File: src/rtl/game_mode_sequencer.sv
// Top-level game flow FSM for the chicken memory game: drives mode bus M to the phase timer and keeps score/lives.
// Transitions act on edges of C and btn_start, so held levels never re-trigger; turn timeout exists only with GAME_SEQ_TURN_TIMEOUT_EN.
module game_mode_sequencer #(
  parameter int unsigned LIVES        = 3,
  parameter int unsigned WIN_SCORE    = 8,
  parameter logic [31:0] TURN_TIMEOUT = 32'd500000000
) (
  input  logic       clk,
  input  logic       rst,
  input  logic       C,
  input  logic       btn_start,
  input  logic       guess_valid,
  input  logic       guess_hit,
  output logic [2:0] M,
  output logic [3:0] score,
  output logic [1:0] lives,
  output logic       game_over,
  output logic       win
);

  typedef enum logic [2:0] {
    INTRO      = 3'b000,
    WAIT_START = 3'b001,
    REVEAL     = 3'b010,
    TURN       = 3'b011,
    LOSE       = 3'b100,
    HIT        = 3'b101,
    MISS       = 3'b110,
    WIN        = 3'b111
  } mode_t;

  localparam logic [1:0] LIVES_INIT = 2'(LIVES);
  localparam logic [3:0] WIN_TARGET = 4'(WIN_SCORE);

  mode_t      state;
  mode_t      state_nxt;
  logic [3:0] score_nxt;
  logic [1:0] lives_nxt;
  logic       c_q;
  logic       start_q;
  logic       c_rise;
  logic       start_rise;
  logic       timeout;

  assign c_rise     = C & ~c_q;
  assign start_rise = btn_start & ~start_q;
  assign M          = state;

`ifdef GAME_SEQ_TURN_TIMEOUT_EN
  logic [31:0] turn_cnt;

  // A guess landing on the final cycle wins over the timeout.
  assign timeout = (state == TURN) && (turn_cnt == TURN_TIMEOUT - 32'd1) && !guess_valid;

  always_ff @(posedge clk) begin
    if (rst) begin
      turn_cnt <= 32'd0;
    end else if (state_nxt == TURN && state != TURN) begin
      turn_cnt <= 32'd0;
    end else if (state == TURN) begin
      turn_cnt <= turn_cnt + 32'd1;
    end
  end
`else
  logic unused_timeout;

  assign timeout        = 1'b0;
  assign unused_timeout = ^TURN_TIMEOUT;
`endif

  // Every timed mode exits to an untimed one, letting the timer drop a stale C.
  always_comb begin
    state_nxt = state;
    score_nxt = score;
    lives_nxt = lives;
    case (state)
      INTRO: begin
        if (c_rise) state_nxt = WAIT_START;
      end
      WAIT_START: begin
        if (start_rise) begin
          state_nxt = REVEAL;
          score_nxt = 4'd0;
          lives_nxt = LIVES_INIT;
        end
      end
      REVEAL: begin
        if (c_rise) state_nxt = TURN;
      end
      TURN: begin
        if (guess_valid && guess_hit) begin
          state_nxt = HIT;
          score_nxt = (score == 4'd15) ? score : score + 4'd1;
        end else if (guess_valid || timeout) begin
          state_nxt = MISS;
          lives_nxt = (lives == 2'd0) ? lives : lives - 2'd1;
        end
      end
      HIT: begin
        if (c_rise) state_nxt = (score == WIN_TARGET) ? WIN : TURN;
      end
      MISS: begin
        if (c_rise) state_nxt = (lives == 2'd0) ? LOSE : TURN;
      end
      LOSE, WIN: begin
        if (start_rise) begin
          state_nxt = INTRO;
          score_nxt = 4'd0;
          lives_nxt = LIVES_INIT;
        end
      end
      default: state_nxt = INTRO;
    endcase
  end

  always_ff @(posedge clk) begin
    if (rst) begin
      state     <= INTRO;
      score     <= 4'd0;
      lives     <= LIVES_INIT;
      game_over <= 1'b0;
      win       <= 1'b0;
      c_q       <= 1'b0;
      start_q   <= 1'b0;
    end else begin
      state     <= state_nxt;
      score     <= score_nxt;
      lives     <= lives_nxt;
      game_over <= (state_nxt == LOSE);
      win       <= (state_nxt == WIN);
      c_q       <= C;
      start_q   <= btn_start;
    end
  end

endmodule

File: config.mk
export PLATFORM = sky130hd
export DESIGN_NAME = game_mode_sequencer
export DESIGN_NICKNAME = d
export VERILOG_FILES = /design/src/rtl/game_mode_sequencer.sv
export SDC_FILE = /design/constraint.sdc
export NUM_CORES = 1
export LEC_CHECK = 0
export ABC_AREA = 1
export BUFFER_PORTS_ARGS = -buffer_cell sky130_fd_sc_hd__buf_2
export CORE_MARGIN = 4
export CORE_UTILIZATION = 35
export DETAILED_ROUTE_END_ITERATION = 10
export SLEW_MARGIN = 20
export SYNTH_ARGS = -nofsm -noshare
export SYNTH_HDL_FRONTEND = slang
export SYNTH_SLANG_ARGS = --single-unit
File: constraint.sdc
create_clock -name clk -period 1.1 [get_ports clk]
set_input_delay 0.33 -clock clk [delete_from_list [all_inputs] [get_ports clk]]
set_output_delay 0.33 -clock clk [all_outputs]
set_load 0.05 [all_outputs]
==> flow_metrics.py <==
metrics = {
    "timing": {
        "fin_crit_sh_pct": 121,
        "rsz0062_at_grt": "true",
        "slew_headroom_pct": 81.0,
        "worst_pin_slew_ns": 0.284,
        "tns_ns": -2.85,
        "slew_violations": 0,
        "min_period_ns": 1.33,
        "setup_slack_ns": -0.227,
        "max_freq_mhz": 754,
        "setup_viol": 20,
        "hold_viol": 0,
        "whs_ns": 0.255,
        "finalClockSkew_ns": 0.00421,
    },
    "routing": {
        "vias": 953,
        "first_iter_violations": 37,
        "routedWlPerCell_um": 12.1,
        "postRouteAntennaNets": 0,
        "vias_per_cell": 4.81,
        "firstDrtPassIters": 5,
        "totalWireLength_um": 2390,
        "route.detailed.drc": 0,
    },
    "worst_setup_path": {
        "critPathTopFamily": "simple AND/OR/NAND/NOR gates",
        "crit_chain": "buf_6 -> inv_4 -> ha_4 -> nand3_2 -> nand2_1 -> nand2_1 -> nand2_1 -> nor2_2 -> nor2_4 -> nand2_1 -> nor2_1",
        "crit_slowest_cell": "dfxtp_4",
        "crit_buf_inv": 2,
        "cp_common_cell": "nand2_1",
        "worstSetupPathType": "flop to flop",
        "required_ns": 1.28,
        "crit_path_max_incr_delay_ns": 0.37,
        "startpoint_type": "flop",
        "cp_max_fo": 3,
        "arrival_ns": 1.51,
        "endpoint_kind": "flop",
    },
    "floorplanning": {
        "pin_count": 17,
        "core_area_mm2": 0.00223,
        "die-area_mm2": 0.00323,
        "die_x_um": 56.8,
        "initial_utilization_pct": 37.4,
        "fp.dieH_um": 56.8,
        "row_count": 17,
    },
    "job": {
        "cap_violations": 0,
    },
    "power": {
        "internal-power_mw": 0.829,
        "p_sw_mw": 0.466,
        "p_clk_share_pct": 23.8,
        "peakVddDrop_uv": 837,
        "p_sw_share_pct": 36.0,
        "p_leak_nw": 0.646,
        "pwr-share-seq_pct": 41.0,
        "p_per_area_mw_per_mm2": 908,
        "combPwrFrac_pct": 35.2,
    },
    "finish": {
        "num-nets-final": 180,
        "antenna_cells": 0,
        "area_growth_pct": 70.9,
        "drive_gt1_share_pct": 55.9,
    },
    "global_routing": {
        "grt_pass1_wl_um": 4150,
        "grt_usage_pct": 16.2,
        "antenna_found_initial": 0,
        "first_global_vias": 934,
        "grt_start_max_net_pins": 9,
        "grt-ovfl-total": 0,
    },
    "synth": {
        "ys_ff_latch": 13,
        "synthFlopType": "dfxtp_1",
        "synth_top_family_by_area": "simple AND/OR/NAND/NOR gates",
        "ys_types": 22,
        "yosys.area_share.simple_pct": 44.7,
        "yosys_warnings": 0,
        "synth_top_area_share_pct": 31.2,
        "synth-compound-area-share_pct": 8.70,
        "netlist_area_um2": 835,
        "async_flop_share_pct": 0,
        "synth_edf_count": 0,
        "synth_nets": 138,
        "yosys-top-cells-count": "43 x nand2_1, 18 x inv_1, 16 x nor2_1, 13 x dfxtp_1, 11 x nand3_1",
        "syn_area_per_cell_um2": 6.47,
        "syn_inst": 129,
        "synth_xor_area_share_pct": 1.05,
        "yosysMostFrequentCell": "nand2_1",
        "muxShareOfSynthArea_pct": 0,
        "synth-adder-area-share_pct": 4.50,
        "post-synth-top-area-cell": "dfxtp_1",
        "seq_area_frac_synth_pct": 31.2,
        "yosys-top-cells-area": "dfxtp_1 31%, nand2_1 19%, inv_1 8.1%",
    },
    "cts": {
        "cts_sinks": 13,
        "clock_latency_ns": 0.28,
        "htreeDepth": 1,
        "clockRootBuffer": "clkbuf_4",
        "clockBufferDepth": 2,
        "tritoncts": "yes",
        "path_clk_slew_ns": 0.08,
        "numCtsBuffers": 3,
    },
    "placement": {
        "gp_congestion": 0.921,
        "dp_hpwl_um": 1600,
        "numPortBuffers": 16,
    },
    "outcome": {
        "failed_checks": "setup timing",
        "status": "complete, but fails checks",
    },
    "min_path": {
        "hold_path_class": "input port to flop",
    },
}
-- sequential cells by signal, summed over array words and instances (netlist names) --
name and count:
M 3, lives 2, start_q 1, c_q 1, game_over 1, score 4, win 1
-- worst min-delay path: stages --
cell    delay, ns
buf_2        0.10
inv_1        0.04
nor2_1       0.03
-- worst paths after layout --
path	startpoint	to	slack, ns	depth (start not counted)
setup / recovery	score[0]	win	-0.23	11
hold / removal	C	c_q	0.25	3
setup reg to reg	score[0]	win	-0.23	11
hold reg to reg	score[3]	score[3]	0.53	2
-- metal layers --
metal | GRT usage [%] | part of all wire [%]
met1 | 20.6 | 44
met2 | 26.2 | 50
met3 | 2.99 | 4.3
met4 | 7.62 | 2.3
met5 | 0 | 0
-- through the flow --
| step | utilization, % | instance area (µm²) | setup WS, ns | total power [mW] | std cells |
|---|---|---|---|---|---|
| after CTS | 57.9 | 1290 | -0.156 | 1.25 | 192 |
| after floorplan | - | 886 | -0.220 | 0.767 | 129 |
| after detailed placement | 49.2 | 1100 | -0.290 | 0.875 | 186 |
| final | 63.9 | 1430 | -0.227 | 1.30 | 198 |
| after global routing | 63.9 | 1430 | -0.306 | 1.39 | 198 |
| after global placement | 49.2 | 1100 | -0.289 | 0.871 | 186 |
-- placed cells by master, fill, tap and decap left out --
cell,count
ha_2,1
o21ai_4,1
nor3_2,1
nor2_2,6
inv_1,11
nand2_1,36
dfxtp_4,9
nand3_4,2
nand2_2,7
o211ai_1,1
inv_4,1
o31ai_4,1
nand2_4,3
buf_6,7
nand4_1,2
clkbuf_1,1
dfxtp_2,2
o21ai_1,2
buf_4,19
clkbuf_4,3
ha_4,2
nor2_1,9
nand3_2,3
xnor2_1,1
a31oi_1,1
nand3_1,8
a21oi_2,4
dfxtp_1,2
buf_8,8
nor2_4,3
buf_2,5
inv_2,6
o21ai_2,1
nand3b_1,1
-- layout make-up --
class | instances | area (µm²)
timing repair buffer | 39 | 367
multi-input combinational | 96 | 632
inverter | 18 | 70.1
tap | 28 | 35.0
clock buffer | 4 | 26.3
sequential | 13 | 297
fill | 186 | 807
-- power by group through the flow --
stage	Combinational [mW]	Clock (mW)	Sequential, mW
floorplan	0.169	0	0.598
global route	0.494	0.361	0.536
CTS	0.408	0.318	0.524
finish	0.456	0.308	0.531
global placement	0.338	0	0.533
detailed placement	0.341	0	0.534
-- cells by family (layout without fill, tap and decap cells) --
family	count (synthesis)	after routing
AO/OA/AOI/OAI	11	11
XOR/XNOR	1	1
adder cells (fa/ha/maj)	3	3
buffers and inverters	20	61
flip-flops	13	13
AND/OR/NAND/NOR	81	81
-- repair_timing --
item	in CTS	in global routing
pin swaps	14	17
buffers inserted	2	6
resized for setup	47	24
hold buffers	0	0
endpoints found under the setup margin	22	22
Note: power is estimated with default switching activity, not from simulation.
